===== src/rtl/bios_pkg.sv =====
// rtl/bios_pkg.sv - BIOS opcode and state encodings shared by the request unit
package bios_pkg;

  localparam logic [7:0] OP_HALT       = 8'h01;
  localparam logic [7:0] OP_GETTIME    = 8'hB0;
  localparam logic [7:0] OP_LOCK       = 8'hB1;
  localparam logic [7:0] OP_RELEASE    = 8'hB2;
  localparam logic [7:0] OP_GETQUANTUM = 8'hB3;
  localparam logic [7:0] OP_SETQUANTUM = 8'hB4;
  localparam logic [7:0] OP_BIOSINT    = 8'hB5;

  typedef enum logic [1:0] {
    BS_INV         = 2'd0,
    BS_BIOSEXEC    = 2'd1,
    BS_PROCESSEXEC = 2'd2,
    BS_PROCESSINT  = 2'd3
  } bios_state_e;

  typedef enum logic [1:0] {
    ST_IDLE    = 2'd0,
    ST_ISSUE   = 2'd1,
    ST_RESP    = 2'd2,
    ST_HANDOFF = 2'd3
  } fsm_state_e;

  function automatic logic is_bios_op(input logic [7:0] op);
    case (op)
      OP_HALT, OP_GETTIME, OP_LOCK, OP_RELEASE,
      OP_GETQUANTUM, OP_SETQUANTUM, OP_BIOSINT: return 1'b1;
      default: return 1'b0;
    endcase
  endfunction

endpackage


===== src/rtl/bios_preempt_detect.sv =====
// rtl/bios_preempt_detect.sv - PROCESSEXEC->PROCESSINT edge detector
// The pulse is held pending until the request FSM is about to be idle.
module bios_preempt_detect
  import bios_pkg::*;
(
  input  logic       clk,
  input  logic       rst_n,
  input  logic [1:0] bios_state,
  input  logic       idle_next,
  output logic       preempt_req
);

  logic [1:0] prev_state;
  logic       pending;
  logic       fire;

  assign fire = pending ||
                (prev_state == BS_PROCESSEXEC && bios_state == BS_PROCESSINT);

  always_ff @(posedge clk or negedge rst_n) begin
    if (!rst_n) begin
      prev_state  <= BS_INV;
      pending     <= 1'b0;
      preempt_req <= 1'b0;
    end else begin
      prev_state  <= bios_state;
      preempt_req <= fire && idle_next;
      pending     <= fire && !idle_next;
    end
  end

endmodule


===== src/rtl/bios_request_unit.sv =====
// rtl/bios_request_unit.sv - issues BIOS-class instructions and stalls the pipe
// while a BIOS request or handoff is in flight.
module bios_request_unit
  import bios_pkg::*;
#(
  parameter int HANDOFF_TIMEOUT = 1024,
  parameter int OPW             = 8
) (
  input  logic           clk,
  input  logic           rst_n,
  input  logic           instr_valid,
  input  logic [OPW-1:0] instr_opcode,
  input  logic [31:0]    instr_rs_data,
  input  logic [4:0]     instr_rd,
  input  logic           inst_retire,
  input  logic [31:0]    bios_info,
  input  logic [1:0]     bios_state,
  output logic [OPW-1:0] op_out,
  output logic [31:0]    info_out,
  output logic           stall,
  output logic           wb_en,
  output logic [4:0]     wb_addr,
  output logic [31:0]    wb_data,
  output logic           done_inst,
  output logic           preempt_req,
  output logic           err
);

  localparam int CW = $clog2(HANDOFF_TIMEOUT);

  fsm_state_e     state;
  logic [OPW-1:0] op_q;
  logic [4:0]     rd_q;
  logic [CW-1:0]  cnt;
  logic           accept;
  logic           is_get;
  logic           timeout_hit;
  logic           idle_next;

  assign accept      = instr_valid && is_bios_op(instr_opcode);
  assign is_get      = (op_q == OP_GETTIME) || (op_q == OP_GETQUANTUM);
  assign timeout_hit = (cnt == CW'(HANDOFF_TIMEOUT - 1));

  // Lets the preempt detector release its pulse on the first IDLE cycle.
  always_comb begin
    idle_next = 1'b0;
    case (state)
      ST_IDLE:    idle_next = !accept;
      ST_ISSUE:   idle_next = !is_get && (op_q != OP_BIOSINT);
      ST_RESP:    idle_next = 1'b1;
      ST_HANDOFF: idle_next = (bios_state == BS_PROCESSEXEC) || timeout_hit;
      default:    idle_next = 1'b1;
    endcase
  end

  always_ff @(posedge clk or negedge rst_n) begin
    if (!rst_n) begin
      state     <= ST_IDLE;
      op_q      <= '0;
      rd_q      <= '0;
      cnt       <= '0;
      op_out    <= '0;
      info_out  <= '0;
      stall     <= 1'b0;
      wb_en     <= 1'b0;
      wb_addr   <= '0;
      wb_data   <= '0;
      done_inst <= 1'b0;
      err       <= 1'b0;
    end else begin
      op_out <= '0;
      wb_en  <= 1'b0;
      err    <= 1'b0;
      case (state)
        ST_IDLE: begin
          done_inst <= inst_retire;
          if (accept) begin
            state     <= ST_ISSUE;
            op_out    <= instr_opcode;
            op_q      <= instr_opcode;
            rd_q      <= instr_rd;
            stall     <= 1'b1;
            done_inst <= 1'b0;
            info_out  <= (instr_opcode == OP_SETQUANTUM) ? instr_rs_data : '0;
          end
        end
        ST_ISSUE: begin
          info_out <= '0;
          if (is_get) begin
            state   <= ST_RESP;
            wb_en   <= 1'b1;
            wb_addr <= rd_q;
            wb_data <= bios_info;
          end else if (op_q == OP_BIOSINT) begin
            state     <= ST_HANDOFF;
            done_inst <= 1'b1;
            cnt       <= '0;
          end else begin
            state     <= ST_IDLE;
            stall     <= 1'b0;
            done_inst <= inst_retire;
          end
        end
        ST_RESP: begin
          state     <= ST_IDLE;
          stall     <= 1'b0;
          done_inst <= inst_retire;
        end
        ST_HANDOFF: begin
          if (bios_state == BS_PROCESSEXEC || timeout_hit) begin
            err       <= (bios_state != BS_PROCESSEXEC);
            state     <= ST_IDLE;
            stall     <= 1'b0;
            cnt       <= '0;
            done_inst <= inst_retire;
          end else begin
            cnt <= cnt + 1'b1;
          end
        end
        default: state <= ST_IDLE;
      endcase
    end
  end

  bios_preempt_detect u_preempt (
    .clk         (clk),
    .rst_n       (rst_n),
    .bios_state  (bios_state),
    .idle_next   (idle_next),
    .preempt_req (preempt_req)
  );

endmodule


===== config.mk =====
export PLATFORM = sky130hd
export DESIGN_NAME = bios_request_unit
export DESIGN_NICKNAME = d
export VERILOG_FILES = /design/src/rtl/bios_pkg.sv /design/src/rtl/bios_preempt_detect.sv /design/src/rtl/bios_request_unit.sv
export SDC_FILE = /design/constraint.sdc
export NUM_CORES = 1
export LEC_CHECK = 0
export ABC_AREA = 0
export ABC_CLOCK_PERIOD_IN_PS = 2510
export CELL_PAD_IN_SITES_DETAIL_PLACEMENT = 1
export CELL_PAD_IN_SITES_GLOBAL_PLACEMENT = 2
export CORE_UTILIZATION = 28
export DETAILED_ROUTE_END_ITERATION = 12
export GPL_TIMING_DRIVEN = 0
export HOLD_SLACK_MARGIN = 0.02
export PLACE_DENSITY_LB_ADDON = 0.1
export SLEW_MARGIN = 20
export SYNTH_ARGS = -nofsm -noshare
export SYNTH_HDL_FRONTEND = slang
export SYNTH_SLANG_ARGS = --single-unit

===== constraint.sdc =====
create_clock -name clk -period 2.51 [get_ports clk]
set_clock_uncertainty 0.1 [all_clocks]
set_input_delay 0.6275 -clock clk [delete_from_list [all_inputs] [get_ports clk]]
set_output_delay 0.6275 -clock clk [all_outputs]
set_load 0.1 [all_outputs]

[After elaboration in Yosys (flattened, before gate mapping)]
Index checks and enable logic that the tools add are counted.
Word-level totals
  output and inout port bits: 82
  input bits: 83
  logic and storage cells: 92
  flip-flop bits (word level): 110
Cells by class
  reductions and logical operators: 22
  eq/ne operators: 24
  $add $sub $neg: 1
  muxes and demuxes: 30
Operators by type and width (number)
  8-bit equality test (second input constant): 9
  32-bit 2-to-1 mux: 2
  32-bit one-hot mux with 2 select lines: 1
  10-bit 2-to-1 mux: 3
  10-bit one-hot mux with 2 select lines: 1
  8-bit 2-to-1 mux: 2
  1-bit 2-to-1 mux: 13
  2-bit inequality test (second input constant): 6
  1-bit one-hot mux with 4 select lines: 3
  10-bit by 1-bit adder with 10-bit output (second input constant): 1
  10-bit equality test (second input constant): 1
  2-bit equality test (second input constant): 5
  2-bit AND reduction: 5
  8-bit by 1-bit equality test with 1-bit output (second input constant): 1
  2-bit 2-to-1 mux: 4
  8-bit inequality test (second input constant): 1
  2-bit one-hot mux with 4 select lines: 1
  7-bit OR reduction: 1
  1-bit logical AND: 5
  4-bit AND reduction: 1
  2-bit nonzero test: 2
  1-bit zero test: 3
  1-bit logical OR: 3
  3-bit AND reduction: 1
  other kinds (2): 2

[Longest topological paths before layout]
  word-level depth: 8
  gate-level depth with buffers: 7
  mapped depth without buffers: 6

[Cells and area by module]
From an unflattened synthesis, not the netlist that was laid out.
Second synthesis, totals
  cell total of the unflattened synthesis: 466
  area total of the unflattened synthesis: 4434.3 µm²
By module, submodules not included
  bios_request_unit: seq. area each 2652.5 µm², area each 4309.1 µm², cells each 458, times used 1
  bios_preempt_detect: seq. area each 100.1 µm², area each 125.1 µm², cells each 8, times used 1

[Worst setup path after synthesis]
Ideal clock, no wire load.
  kind: input -> register
  start: in instr_opcode[6]
  end: reg op_q[1]
  setup slack: -0.202 ns
  data required time: 2.285 ns
  library setup time: 0.125 ns
  path buffers: 1
  stages on the path: 5
  data arrival time: 2.488 ns
  cell sequence: or3_1 > or4_4 > a211oi_4 > buf_2 > mux2_2
On the way
  word-level cells in the longest chain between the ends: 5
  elaborated cells on any way between the ends: 11
  classes of those cells: eq/ne (7); mux (1); reduce/logical (3)
Ends and longest elaborated chain
  start, declared: RTL line bios_request_unit.sv:12  | input logic [OPW-1:0] instr_opcode,
  8-bit equality test or 8-bit by 1-bit equality test with 1-bit output (tied branches): RTL line bios_pkg.sv:27  | case (op)
  7-bit OR reduction *: RTL line bios_pkg.sv:27
  1-bit 2-to-1 mux *: RTL line bios_pkg.sv:27
  1-bit logical AND *: RTL line bios_request_unit.sv:40  | assign accept = instr_valid && is_bios_op(instr_opcode);
  2-bit AND reduction (no source line) *
  end signal, assigned: RTL line bios_request_unit.sv:80  | op_q <= instr_opcode;
  end, declared: RTL line bios_request_unit.sv:32  | logic [OPW-1:0] op_q;
Mark *: on every way between the ends. The rest lies on a longest branch, timed or not.
A chain may end at the register's enable or synchronous reset.

[Worst setup path in the final report]
  start: in instr_opcode[3]
  end: reg rd_q[4]
On the way
  word-level cells in the longest chain between the ends: 5
  elaborated cells on any way between the ends: 11
  classes of those cells: eq/ne (7); mux (1); reduce/logical (3)
Ends and longest elaborated chain
  8-bit equality test or 8-bit by 1-bit equality test with 1-bit output (tied branches): RTL line bios_pkg.sv:27
  7-bit OR reduction *: RTL line bios_pkg.sv:27
  1-bit 2-to-1 mux *: RTL line bios_pkg.sv:27
  1-bit logical AND *: RTL line bios_request_unit.sv:40
  2-bit AND reduction (no source line) *
  end signal, assigned: RTL line bios_request_unit.sv:81  | rd_q <= instr_rd;
  end, declared: RTL line bios_request_unit.sv:33  | logic [4:0] rd_q;
Marks and branches as above.

==> reports/metrics.yaml <==
status:
  status: "complete, but fails checks"
  violations: "design-rule violations"
grt:
  grt_util_all_layers_pct: 16.1
  first_global_vias: 3698
  grt_pass1_wl_um: 19600
  grt-ovfl-total: 0
  antenna_found_initial: 2
  grt_start_max_net_pins: 71
synth:
  syn_area_um2: 4280
  synth_top_area_share_pct: 64.4
  synthCells: 314
  synth_xor_area_share_pct: 0.205
  muxShareOfSynthArea_pct: 11.8
  synth_top_family_by_area: "compound AO/OA/AOI/OAI gates"
  postSynthAreaPerCell_um2: 13.6
  ys_top_cells_by_area: "dfrtp_1, mux2_2, a22o_1, o21ai_0, nand2_1"
  synth_edf_count: 0
  yosysTopAreaCell: "dfrtp_1"
  yosysMostFrequentCell: "dfrtp_1"
  synth_seq_cells: 110
  ys.warnings.count: 0
  async_flop_share_pct: 100
  synthAdderAreaFrac_pct: 0.293
  synth_flop_cell: "dfrtp_1"
  ys_seq_area_share_pct: 64.4
  post_synth_num_cell_types: 43
  synth_simple_gate_area_share_pct: 7.34
  synth_compound_area_share_pct: 13.4
  synthTopCellsByCount: "dfrtp_1, mux2_2, a22o_1"
floorplan:
  die_h_um: 126
  die_width_um: 126
  fp.dieArea_um2: 15800
  io_pins: 165
  core_um2: 14700
  rows: 44
  start_util_pct: 29.1
critical_path:
  crit_arrival_ps: 2600
  crit_type: "in -> reg"
  reg2regPathDepth: 5
  rr_endpoint: "wb_data[26]"
  cp.required_ps: 2640
  startpoint_type: "primary input"
  cp_max_fo: 6
  r2r_start: "state[1]"
  endpoint: "rd_q[4]"
  crit_path_end_kind: "flip-flop"
  r2r_setup_slack_ps: 270
  cp-startpoint: "instr_opcode[3]"
routing:
  first_pass_iters: 8
  totalWireLength_um: 11900
  num_vias: 3321
  wire_per_inst_um: 17.2
  viasPerCell: 4.79
  drc: 7
  first_iter_violations: 169
  ant_nets: 0
cts:
  cts-root-buf: "clkbuf_16"
  clkLatencyLatePin_ps: 350
  cts_buffer_depth: 2
  cts_tree: "built"
  cts_inserted_buffers: 9
  clkTransAtPathRegs_ps: 70
  clock_sinks: 110
  ctsHoldBuffers: 0
  htreeDepth: 3
pwr:
  power_density_nw_per_um2: 561
  leakage_nw: 3.48
  max-vdd-ir-drop_uv: 281
timing:
  hold_violations: 0
  min_period_ps: 2470
  slew_headroom_pct: 31.0
  tightest_slew_ps: 1040
  slew_viol_final: 0
  min_period_over_period_pct: 98.5
  setup_tns_ps: 0
  finalSetupViolations: 0
  grt_setup_unrepaired: "no"
  holdWs_ps: 95.7
  max_freq_ghz: 0.404
layout:
  area_delta_synth_final_pct: 54.4
  nets: 587
  drive_gt1_share_pct: 19.1
placement:
  dp.final_hpwl_um: 8520
  place.gp.congestion: 0.731
  portBuffers: 164
job:
  maxCapViolations: 0
min_path:
  hold_class: "in -> async"
==> cell type report <==
| class | instances | area [um2] |
|---|---|---|
| Multi-Input combinational cell | 182 | 1460 |
| Timing Repair Buffer | 180 | 1710 |
| Sequential cell | 110 | 2750 |
| Tap cell | 184 | 230 |
| Clock buffer | 10 | 239 |
| Clock inverter | 6 | 75.1 |
| Buffer | 10 | 92.6 |
| Fill cell | 1592 | 8090 |
| Antenna cell | 2 | 5.00 |
| Inverter | 10 | 37.5 |
==> critical path: stages <==
cell and delay, ps:
dlygate4sd2_1 250, or3_4 330, or4_4 530, a211oi_4 260, buf_6 160, buf_8 120, mux2_2 330
==> worst min path at each step <==
stage	start	endpoint	slack [ps]	cells after the start
after floorplan	rst_n	cnt[0]	230	0
after global placement	wb_data[28]	wb_data[28]	370	1
after detailed placement	stall	stall	390	1
after CTS	rst_n	cnt[4]	100	1
after global routing	rst_n	rd_q[1]	110	1
final	rst_n	cnt[6]	100	1
==> power breakdown <==
group,leakage [nW],switching [mW],internal (mW)
sequential,1.51,0.0294,1.82
clock,0.157,0.687,0.822
combinational,1.81,0.181,0.170
==> state kept, by name, indices dropped and copies added, names as in the netlist <==
| name | cells |
|---|---|
| wb_en | 1 |
| wb_data | 32 |
| info_out | 32 |
| op_out | 8 |
| stall | 1 |
| op_q | 8 |
| wb_addr | 5 |
| u_preempt.preempt_req | 1 |
| done_inst | 1 |
| rd_q | 5 |
| cnt | 10 |
| u_preempt.prev_state | 2 |
| state | 2 |
| u_preempt.pending | 1 |
| err | 1 |
==> per-layer routing <==
layer	vias up	GRT usage (%)	wire length [um]
li1	1535	-	-
met1	1671	18.6	5000
met3	12	6.55	1050
met2	103	26.6	5720
met4	0	6.17	160
met5	-	0	0
==> cells by family (layout without fill, tap and decap cells) <==
kind of cell,count (synthesis),in the layout
AO/OA/AOI/OAI,74,74
AND/OR/NAND/NOR,59,59
buffers and inverters,23,216
other,1,4
adder cells (fa/ha/maj),1,1
flip-flops,110,110
multiplexers,45,45
XOR/XNOR,1,1
==> metrics by stage <==
| stage | worst slack, ps | power (mW) | instance area (um2) | std cells | util [%] |
|---|---|---|---|---|---|
| 6_report | 37.5 | 3.71 | 6610 | 694 | 44.9 |
| 5_1_grt | 7.58 | 3.86 | 6610 | 694 | 44.9 |
| 4_1_cts | 10.2 | 3.77 | 6570 | 691 | 44.7 |
| 3_5_place_dp | -985 | 2.24 | 6180 | 664 | 42.1 |
| 3_3_place_gp | -3770 | 2.22 | 6150 | 663 | 41.9 |
| 2_1_floorplan | -143 | 2.02 | 4280 | 315 | - |
==> timing repair <==
item                                    in CTS  in global routing
gates resized for setup                    111                 10
endpoints found under the setup margin     182                 44
pin swaps                                    8                  4
buffers inserted                            11                  3
cloned                                       1                  0
==> layout by cell type (no fill, tap or decap), types with 3 or more instances in the layout <==
master and n:
clkbuf_16 9, nand2_1 12, dfrtp_1 110, or2_2 3
dlygate4sd2_1 84, buf_4 11, and2_1 3, o211ai_1 4
nor2_1 11, a21oi_1 4, clkbuf_1 3, mux2_2 43
a22o_1 32, clkdlybuf4s50_1 74, a21o_1 5, nor3_1 6
o21ai_0 10, nand4_1 3, a41oi_1 3, buf_8 4
inv_1 10, nand3_1 5, clkbuf_2 3
No activity file was read; power rests on OpenSTA's default activity.
